<file path="config.mk">
export PLATFORM = sky130hd
export DESIGN_NAME = comma_aligner_10b
export DESIGN_NICKNAME = d
export VERILOG_FILES = /design/src/rtl/v8b10b_pkg.sv /design/src/rtl/comma_detect_10b.sv /design/src/rtl/comma_aligner_10b.sv
export SDC_FILE = /design/constraint.sdc
export NUM_CORES = 1
export LEC_CHECK = 0
export BUFFER_PORTS_ARGS = -buffer_cell sky130_fd_sc_hd__buf_2
export CORE_UTILIZATION = 34
export CTS_CLUSTER_DIAMETER = 100
export DETAILED_ROUTE_END_ITERATION = 6
export SLEW_MARGIN = 25
export SYNTH_ARGS = -nofsm -noshare
export SYNTH_HDL_FRONTEND = slang
export SYNTH_SLANG_ARGS = --single-unit
</file>
<file path="constraint.sdc">
create_clock -name clk -period 5.25 [get_ports clk]
set_input_delay 1.05 -clock clk [delete_from_list [all_inputs] [get_ports clk]]
set_output_delay 1.05 -clock clk [all_outputs]
set_load 0.05 [all_outputs]
</file>
<file path="src/rtl/v8b10b_pkg.sv">
// rtl/v8b10b_pkg.sv - shared 8b10b symbol constants, lock states and helpers
package v8b10b_pkg;

  localparam int SYM_W = 10;

  localparam logic [6:0] COMMA_P = 7'b0011111;
  localparam logic [6:0] COMMA_N = 7'b1100000;

  typedef enum logic [1:0] {
    LOSS   = 2'd0,
    ACQ    = 2'd1,
    LOCKED = 2'd2
  } lock_state_t;

  function automatic logic is_comma(input logic [6:0] bits);
    return (bits == COMMA_P) || (bits == COMMA_N);
  endfunction

  function automatic logic [3:0] sat_inc(input logic [3:0] v);
    return (v == 4'hF) ? v : v + 4'd1;
  endfunction

endpackage

</file>
<file path="src/rtl/comma_detect_10b.sv">
// rtl/comma_detect_10b.sv - comma search over a 20-bit window at all ten offsets
module comma_detect_10b
  import v8b10b_pkg::*;
(
  input  logic [2*SYM_W-1:0] win,
  output logic [SYM_W-1:0]   hit
);

  // Offset k looks at abcdeif of the symbol starting k bits after the oldest bit.
  for (genvar k = 0; k < SYM_W; k++) begin : g_off
    assign hit[k] = is_comma(win[2*SYM_W-1-k -: 7]);
  end

endmodule

</file>
<file path="src/rtl/comma_aligner_10b.sv">
// rtl/comma_aligner_10b.sv - 10b word aligner with LOSS/ACQ/LOCKED comma lock FSM
module comma_aligner_10b
  import v8b10b_pkg::*;
#(
  parameter int LOCK_COMMAS = 3,
  parameter int ERR_MAX     = 4
) (
  input  logic       clk,
  input  logic       rst_n,
  input  logic       en,
  input  logic [9:0] din,
  input  logic       err_in,
  input  logic       err_vld,
  output logic [9:0] dout,
  output logic       vout,
  output logic       comma,
  output logic       aligned,
  output logic [3:0] offset
);

  localparam logic [3:0] LOCK_N = 4'(LOCK_COMMAS);
  localparam logic [3:0] ERR_N  = 4'(ERR_MAX);

  logic [9:0]  w0, w1;
  logic        primed, en_d;
  logic [19:0] win;
  logic [9:0]  hit;
  logic [9:0]  cand;
  logic [3:0]  low_hit, sel_off;
  logic        eval, err_q, any_hit, cur_hit;

  lock_state_t state, state_nx;
  logic [3:0]  good_cnt, good_nx, err_cnt, err_nx, off_nx;

  assign win     = {w0, w1};
  assign eval    = en_d;
  assign err_q   = err_vld & err_in;
  assign any_hit = |hit;
  assign cur_hit = hit[offset];

  comma_detect_10b u_detect (
    .win (win),
    .hit (hit)
  );

  always_comb begin
    low_hit = '0;
    for (int k = SYM_W - 1; k >= 0; k--) begin
      if (hit[k]) low_hit = 4'(k);
    end
  end

  always_comb begin
    sel_off = offset;
    if (!cur_hit && any_hit && state != LOCKED) sel_off = low_hit;
  end

  assign cand = 10'(win >> (5'd10 - {1'b0, sel_off}));

  always_comb begin
    state_nx = state;
    good_nx  = good_cnt;
    err_nx   = err_cnt;
    off_nx   = offset;
    case (state)
      LOSS: begin
        if (eval && any_hit) begin
          off_nx   = sel_off;
          good_nx  = 4'd1;
          err_nx   = '0;
          state_nx = (LOCK_COMMAS == 1) ? LOCKED : ACQ;
        end
      end
      ACQ: begin
        if (err_q) begin
          state_nx = LOSS;
          good_nx  = '0;
        end else if (eval && cur_hit) begin
          good_nx = sat_inc(good_cnt);
          if (good_nx >= LOCK_N) begin
            state_nx = LOCKED;
            err_nx   = '0;
          end
        end else if (eval && any_hit) begin
          off_nx  = sel_off;
          good_nx = 4'd1;
        end
      end
      LOCKED: begin
        // A foreign-offset comma is suspicious, not a reason to move.
        if (eval && cur_hit) err_nx = err_q ? 4'd1 : 4'd0;
        else if (err_q || (eval && any_hit)) err_nx = sat_inc(err_cnt);
        if (err_nx >= ERR_N) begin
          state_nx = LOSS;
          good_nx  = '0;
          err_nx   = '0;
        end
      end
      default: state_nx = LOSS;
    endcase
  end

  always_ff @(posedge clk or negedge rst_n) begin
    if (!rst_n) begin
      w0       <= '0;
      w1       <= '0;
      primed   <= 1'b0;
      en_d     <= 1'b0;
      state    <= LOSS;
      good_cnt <= '0;
      err_cnt  <= '0;
      offset   <= '0;
      aligned  <= 1'b0;
      dout     <= '0;
      comma    <= 1'b0;
      vout     <= 1'b0;
    end else begin
      if (en) begin
        w0     <= w1;
        w1     <= din;
        primed <= 1'b1;
      end
      // Only words arriving behind an already-filled w1 make a full window.
      en_d     <= en & primed;
      state    <= state_nx;
      good_cnt <= good_nx;
      err_cnt  <= err_nx;
      offset   <= off_nx;
      aligned  <= (state_nx == LOCKED);
      if (eval) begin
        dout  <= cand;
        comma <= hit[sel_off];
        vout  <= 1'b1;
      end else begin
        vout  <= 1'b0;
      end
    end
  end

endmodule
</file>
==> Word-level counts from Yosys, hierarchy flattened <==
Cells that the tools add are included.
{ "totals": {"register_bits": 49, "inputBits": 15, "out_inout_bits": 17, "wordCells": 120} }
{ "classes": {"n_addsub": 3, "magnitude_cmp": 4, "n_eq_ne": 32, "shifts": 1, "muxes": 43, "bitwise_logic": 2, "reduce_logical": 23} }
{ "op_table": {"columns": ["operator", "count"], "rows": [
  ["two-way mux 4 bit", 28],
  ["== test 7 x 5 -> 1 bit, second input constant", 10],
  ["== test 7 bit, second input constant", 10],
  ["case mux 4 bit (3 select lines)", 2],
  ["right shift 20 x 5 -> 10 bit", 1],
  ["inequality test 2 bit, second input constant", 7],
  ["logical OR 1 bit", 11],
  ["< comparator 4 x 5 -> 1 bit, second input constant", 2],
  ["two-way mux 2 bit", 5],
  ["OR reduction 10 bit", 1],
  ["adder 4 x 1 -> 4 bit, second input constant", 2],
  ["binary-select mux 1 bit (select 4 bit)", 2],
  ["== test 4 bit, second input constant", 2],
  ["case mux 4 bit (2 select lines)", 1],
  ["case mux 2 bit (3 select lines)", 1],
  ["AND reduction 5 bit", 1],
  ["subtractor 4 x 4 -> 5 bit, first input constant", 1],
  ["== test 2 bit, second input constant", 2],
  ["greater-or-equal comparator 4 x 2 -> 1 bit, second input constant", 1],
  ["greater-or-equal comparator 4 x 3 -> 1 bit, second input constant", 1],
  ["logical AND 1 bit", 4],
  ["two-way mux 1 bit", 4],
  ["AND reduction 3 bit", 1],
  ["nonzero test 3 bit", 1],
  ["6 further kinds", 7]
]} }

==> Longest topological paths before layout <==
{ "depth": {"ltp_word": 17, "mapped_depth": 19, "depth_no_buf": 15} }

==> Cells and area by module <==
From an unflattened synthesis, not the netlist that was laid out.
{ "unflattened": {"cells_unflattened": 506, "hier_area_um2": 4416.7} }
{ "modules_own_cells": {"columns": ["mod", "instances", "cells_per_inst", "area_each_um2", "seq_area_each_um2"], "rows": [
  ["comma_aligner_10b", 1, 458, 4103.9, 1226.2],
  ["comma_detect_10b", 1, 48, 312.8, 0.0]
]} }

==> Worst setup path before layout <==
Ideal clock, no wire load.
{ "synth_path": {"path_type": "flip-flop to flip-flop", "startpoint": "register w1[8]", "endpoint": "register dout[6]", "setup_time_ps": 148, "arrival_ps": 4018, "t_required_ps": 5102, "path_slack_ps": 1084, "stages_incl_launch_ff": 17, "path_buffers": 2, "period_less_slack_ps": 4166, "cell_sequence": "dfrtp_1 buf_6 or4_4 o32ai_4 nor2_1 a311o_1 a211o_1 a211oi_4 nor2_4 inv_4 ha_1 clkbuf_1 clkinv_1 nor4_1 nor4_1 o211ai_1 o221ai_1"} }
{ "synth_between": {"elab_chain_cells": 15, "word_cells_on_any_way": 34, "cone_classes": "1 x add/sub; 10 x eq/ne; 1 x shift; 13 x mux; 9 x reduce/logical"} }
{ "synth_lines": {"columns": ["item", "line", "source"], "rows": [
  ["start, declared", "comma_aligner_10b.sv:24", "logic [9:0] w0, w1;"],
  ["start signal, assigned", "comma_aligner_10b.sv:120", "w1 <= din;"],
  ["== test 7 x 5 -> 1 bit or == test 7 bit (tied branches)", "v8b10b_pkg.sv:16", "return (bits == COMMA_P) || (bits == COMMA_N);"],
  ["logical OR 1 bit", "v8b10b_pkg.sv:16", null],
  ["two-way mux 4 bit (10 in series)", "comma_aligner_10b.sv:49", "if (hit[k]) low_hit = 4'(k);"],
  ["two-way mux 4 bit (*)", "comma_aligner_10b.sv:55", "if (!cur_hit && any_hit && state != LOCKED) sel_off = low_hit;"],
  ["net sel_off[0]", "comma_aligner_10b.sv:29", "logic [3:0] low_hit, sel_off;"],
  ["subtractor 4 x 4 -> 5 bit (*)", "comma_aligner_10b.sv:58", "assign cand = 10'(win >> (5'd10 - {1'b0, sel_off}));"],
  ["right shift 20 x 5 -> 10 bit (*)", "comma_aligner_10b.sv:58", null],
  ["end signal, assigned", "comma_aligner_10b.sv:131", "dout <= cand;"],
  ["end, declared", "comma_aligner_10b.sv:14", "output logic [9:0] dout,"]
]} }
The timed path passes the listed nets; every way through them passes the cells marked *. The select of a mux whose other input is x is not followed.
A chain may end at the register's enable or synchronous reset.

==> Final worst setup path <==
{ "layout_path": {"startpoint": "register w0[3]", "endpoint": "register dout[2]"} }
{ "layout_between": {"elab_chain_cells": 12, "word_cells_on_any_way": 37, "cone_classes": "1 x add/sub; 14 x eq/ne; 1 x shift; 10 x mux; 11 x reduce/logical"} }
{ "layout_lines": {"columns": ["item", "line", "source"], "rows": [
  ["start, declared", "comma_aligner_10b.sv:24", null],
  ["start signal, assigned", "comma_aligner_10b.sv:119", "w0 <= w1;"],
  ["== test 7 x 5 -> 1 bit or == test 7 bit (tied branches)", "v8b10b_pkg.sv:16", null],
  ["logical OR 1 bit", "v8b10b_pkg.sv:16", null],
  ["two-way mux 4 bit (7 in series)", "comma_aligner_10b.sv:49", null],
  ["two-way mux 4 bit (*)", "comma_aligner_10b.sv:55", null],
  ["net sel_off[1]", "comma_aligner_10b.sv:29", null],
  ["subtractor 4 x 4 -> 5 bit (*)", "comma_aligner_10b.sv:58", null],
  ["right shift 20 x 5 -> 10 bit (*)", "comma_aligner_10b.sv:58", null]
]} }
Marked as above.

==> results.txt <==
----------------------------------------------------
[Run status]
  Result of the run ... finished, violations left
  Failing checks ... DRC

[GRT]
  Pin count of the biggest net entering global routing ... 50
  GR Overflow Total ... 0
  Vias in the first global route ... 3621
  Initial antenna violation count ... 0
  Overall fraction of global-route tracks in use ... 0.185
  Global-route wire length before repair ... between 15 and 20 mm

[Synthesis]
  Synthesized Nets ... 505
  Sequential share of the synthesized area ... 0.299
  Flop and latch count out of synthesis ... 49
  Synth top area share ... 0.299
  Proportion of register bits with asynchronous set or reset after synthesis ... 1.00
  Yosys Warn Count ... 0
  Unique masters post-synth ... 75
  Post-Syn Area per Cell ... roughly 8.5 um^2
  Number of flops mapped to enable cells by yosys ... 0
  Mapped Area ... 4110 um^2
  Post-synth top area cell ... sky130_fd_sc_hd__dfrtp_1
  Cells taking the most area after synthesis ... sky130_fd_sc_hd__dfrtp_1 (30%), sky130_fd_sc_hd__mux2_2 (6.0%), sky130_fd_sc_hd__a21oi_1 (4.4%), sky130_fd_sc_hd__nand2_1 (3.7%), sky130_fd_sc_hd__mux4_2 (3.3%)
  Cells after Synth ... 483
  Primary flip-flop cell chosen by synthesis mapping ... sky130_fd_sc_hd__dfrtp_1

[Critical path]
  Worst r2r dst ... dout[2]
  Start-to-end type of the worst setup path ... flip-flop to flip-flop
  Largest fanout of any net on the critical path ... 22
  RR Startpoint ... w0[3]
  Sort of element at the start of the critical path ... flip-flop
  Req. time, crit path ... approximately 5.5 ns
  Logic depth of the worst register-to-register path ... 15
  Worst setup path start ... w0[3]
  Register-to-register setup slack ... 0.39 ns
  Nature of the critical path endpoint ... flip-flop
  Capturing instance or port of the critical path ... dout[2]
  Arrival time worst endpoint ... 5.07 ns

[Drt]
  Number of vias per cell ... 6.26
  TritonRoute pass-1 iters ... 7
  Total wirelength of the detailed-routed design ... 11.4 mm
  Remaining number of nets flagged by the antenna check after routing ... 0
  Vias after detailed routing ... 4009
  Routed wire length per instance ... 17.9 um
  DRC ... 4
  DRC marker count from the first detailed-route iteration ... 348

[Floorplanning]
  Die outline width ... 112 um
  Area of the placeable core ... 11600 um^2
  Die Area ... 12500 um^2
  DIE HEIGHT ... 112 um
  # rows ... 39
  Effective utilization at floorplan ... 0.354
  Number of top-level pins ... 32

[Clock network]
  Sinks on the clock net ... 49
  Clock slew seen by the registers of the worst setup and hold paths ... 0.07 ns
  PostCTS Resize Cnt ... 0
  Worst-case clock buffer depth ... 2
  TritonCTS clock tree ... built
  Maximum level of the CTS H-tree ... 2
  Clock buffers created by TritonCTS ... 5
  Insertion delay of the later-clocked pin in the worst-skew pair ... 0.29 ns
  Number of buffers inserted to repair setup after CTS ... 0
  CTS Root Buffer Type ... sky130_fd_sc_hd__clkbuf_16
  Hold Buf Count CTS ... 0

[Power]
  Total Power ... 2.61 mW
  Leakage power of the design ... 1.76 nW
  Pint ... 1.29 mW
  Fraction of power consumed by the clock network ... 0.142
  Power per cell area ... 577 nW/um^2
  Sequential Power Share ... 0.228
  Net switching fraction of the power ... 0.508
  Worst vdd ir ... 0.000187 V
  P_sw ... approximately 1.3 mW
  Fraction of power consumed by combinational cells ... 0.630

[STA]
  Final hold violations ... 0
  Finish-stage setup viols ... 0
  Worst hold margin ... 0.457 ns
  RSZ-0062 raised after global routing ... false
  Max-slew violation count ... 0
  Final period util ... 0.925
  Clock period minus worst slack ... 4.86 ns
  Transition time of the tightest slew-check pin ... 0.696 ns
  Total negative slack ... 0 ns
  Worst clock skew on the final layout ... about 0.0088 ns
  Highest clock frequency the design can meet ... 0.206 GHz
  Relative slew slack ... 0.532
  Least setup slack across all paths after layout ... between 0.3 and 0.4 ns

[Placed design]
  Worst setup slack before clock tree synthesis ... ~0.52 ns
  Detailed Place HPWL ... between 8 and 9 mm
  Port Buf Inserts ... 31
  Final weighted congestion in routability-driven placement ... 0.923
  Placed cells ... 632
  Placed standard-cell area ... 4360 um^2

[Run]
  Max-cap violations ... 0

[Final layout]
  Post-route insts no fill ... 640
  Layout-stage area growth over the synthesis result ... 10.3%
  Number of inserted filler cells in the final layout ... 1185
  Final non-filler cell area ... around 4500 um^2
  Antenna fix cells ... 0
  Fin nets ... 518
  Layout cells sized above 1 ... 0.183
  Post-Route Utilization ... 0.390

[Min path]
  Worst min-delay path class ... flip-flop to flip-flop

----------------------------------------------------
state kept, by name, summed over array words and instances (netlist names):
signal and cells:
comma 1, aligned 1, err_cnt 4, state 2
primed 1, vout 1, en_d 1, w1 10
good_cnt 4, offset 4, dout 10, w0 10
per-layer routing:
| layer | track usage | share of wire | up-vias |
|---|---|---|---|
| li1 | - | - | 1873 |
| met1 | 0.264 | 0.47 | 1989 |
| met2 | 0.286 | 0.47 | 134 |
| met3 | 0.0256 | 0.052 | 13 |
| met4 | 0.0658 | 0.012 | 0 |
| met5 | 0 | 0 | - |
cells in the final DEF (no fill, tap or decap), types with 3 or more instances in the layout:
cell type                   netlist  final
sky130_fd_sc_hd__a211o_1          5      5
sky130_fd_sc_hd__a211oi_1        11     11
sky130_fd_sc_hd__a21o_1           3      3
sky130_fd_sc_hd__a21oi_1         36     36
sky130_fd_sc_hd__a31oi_1          6      6
sky130_fd_sc_hd__and2_1          17     17
sky130_fd_sc_hd__and3_1           4      4
sky130_fd_sc_hd__buf_2            3     31
sky130_fd_sc_hd__buf_4            1      7
sky130_fd_sc_hd__clkbuf_16        0      5
sky130_fd_sc_hd__dfrtp_1         49     49
sky130_fd_sc_hd__ha_1             7      7
sky130_fd_sc_hd__inv_1           24     24
sky130_fd_sc_hd__mux2_2          22     22
sky130_fd_sc_hd__mux2i_1          6      6
sky130_fd_sc_hd__mux4_2           6      6
sky130_fd_sc_hd__nand2_1         40     40
sky130_fd_sc_hd__nand2b_1         6      6
sky130_fd_sc_hd__nand3_1         17     17
sky130_fd_sc_hd__nand3b_1         4      4
sky130_fd_sc_hd__nand4_1         11     11
sky130_fd_sc_hd__nor2_1          20     20
sky130_fd_sc_hd__nor2b_1         17     17
sky130_fd_sc_hd__nor3_1           9      9
sky130_fd_sc_hd__nor3b_1          4      4
sky130_fd_sc_hd__nor4_1           8      8
sky130_fd_sc_hd__o211ai_1        14     14
sky130_fd_sc_hd__o21ai_0         22     22
sky130_fd_sc_hd__o221ai_1        15     15
sky130_fd_sc_hd__o22ai_1         12     12
sky130_fd_sc_hd__or2_2            3      3
sky130_fd_sc_hd__or3_1            4      4
power groups by stage:
stage / clock network (mW) / registers (mW) / logic, mW
after floorplan: 0 / 0.705 / 1.16
after global placement: 0 / 0.595 / 1.61
after detailed placement: 0 / 0.601 / 1.63
after CTS: 0.382 / 0.594 / 1.63
after global routing: 0.395 / 0.613 / 1.80
final: 0.371 / 0.595 / 1.65
critical path, cell delays in order, from the launching register on:
cell and delay, ns:
sky130_fd_sc_hd__dfrtp_1 0.62, sky130_fd_sc_hd__nor3b_1 0.51, sky130_fd_sc_hd__nand2_1 0.17, sky130_fd_sc_hd__mux2_2 0.30, sky130_fd_sc_hd__a31oi_1 0.41, sky130_fd_sc_hd__a31o_1 0.50
sky130_fd_sc_hd__nor3_1 0.12, sky130_fd_sc_hd__a21oi_1 0.30, sky130_fd_sc_hd__inv_1 0.09, sky130_fd_sc_hd__ha_1 0.24, sky130_fd_sc_hd__nand2b_1 0.17, sky130_fd_sc_hd__a211o_1 0.32
sky130_fd_sc_hd__and2_1 0.31, sky130_fd_sc_hd__nor4_1 0.43, sky130_fd_sc_hd__a21oi_1 0.10, sky130_fd_sc_hd__o221ai_1 0.17
Yosys cell counts, types with 3 or more instances:
library cell and n:
sky130_fd_sc_hd__ha_1 7, sky130_fd_sc_hd__a211o_1 5, sky130_fd_sc_hd__a211oi_1 11, sky130_fd_sc_hd__nand2b_1 6, sky130_fd_sc_hd__buf_2 3, sky130_fd_sc_hd__nor2b_1 17
sky130_fd_sc_hd__nand4_1 11, sky130_fd_sc_hd__mux4_2 6, sky130_fd_sc_hd__nor3b_1 4, sky130_fd_sc_hd__inv_1 24, sky130_fd_sc_hd__o221ai_1 15, sky130_fd_sc_hd__nand3b_1 4
sky130_fd_sc_hd__dfrtp_1 49, sky130_fd_sc_hd__and3_1 4, sky130_fd_sc_hd__or3_1 4, sky130_fd_sc_hd__or2_2 3, sky130_fd_sc_hd__a31oi_1 6, sky130_fd_sc_hd__o22ai_1 12
sky130_fd_sc_hd__o211ai_1 14, sky130_fd_sc_hd__a21oi_1 36, sky130_fd_sc_hd__o21ai_0 22, sky130_fd_sc_hd__nand2_1 40, sky130_fd_sc_hd__nor3_1 9, sky130_fd_sc_hd__clkbuf_1 26
sky130_fd_sc_hd__mux2i_1 6, sky130_fd_sc_hd__a21o_1 3, sky130_fd_sc_hd__nand3_1 17, sky130_fd_sc_hd__nor2_1 20, sky130_fd_sc_hd__mux2_2 22, sky130_fd_sc_hd__and2_1 17
sky130_fd_sc_hd__nor4_1 8
how the worst min path moves through the flow:
stage	to	cells after the start	startpoint	slack, ns
2_1_floorplan	vout	0	en_d	0.41
3_3_place_gp	primed	1	primed	0.44
3_5_place_dp	primed	1	primed	0.45
4_1_cts	primed	1	primed	0.46
5_1_grt	primed	1	primed	0.48
6_report	primed	1	primed	0.46
kinds of logic (layout without fill, tap and decap cells):
logic type      Yosys count  after routing  synth area share
simple gates            177            177             0.238
flops                    49             49             0.299
mux                      34             34             0.108
compound gates          158            158             0.277
buf+inv                  58             72            0.0576
fa+ha+maj                 7              7            0.0213
final cells by class:
type	instances	area, um^2	area share
repair buffers	38	208	0.0459
flip-flops and latches	49	1230	0.271
well taps	143	179	0.0395
clock inverters	3	46.3	0.0102
inverters	26	100	0.0221
clock buffers	5	125	0.0276
multi-input cells	376	2640	0.584
Power figures use the tool's default switching activity.
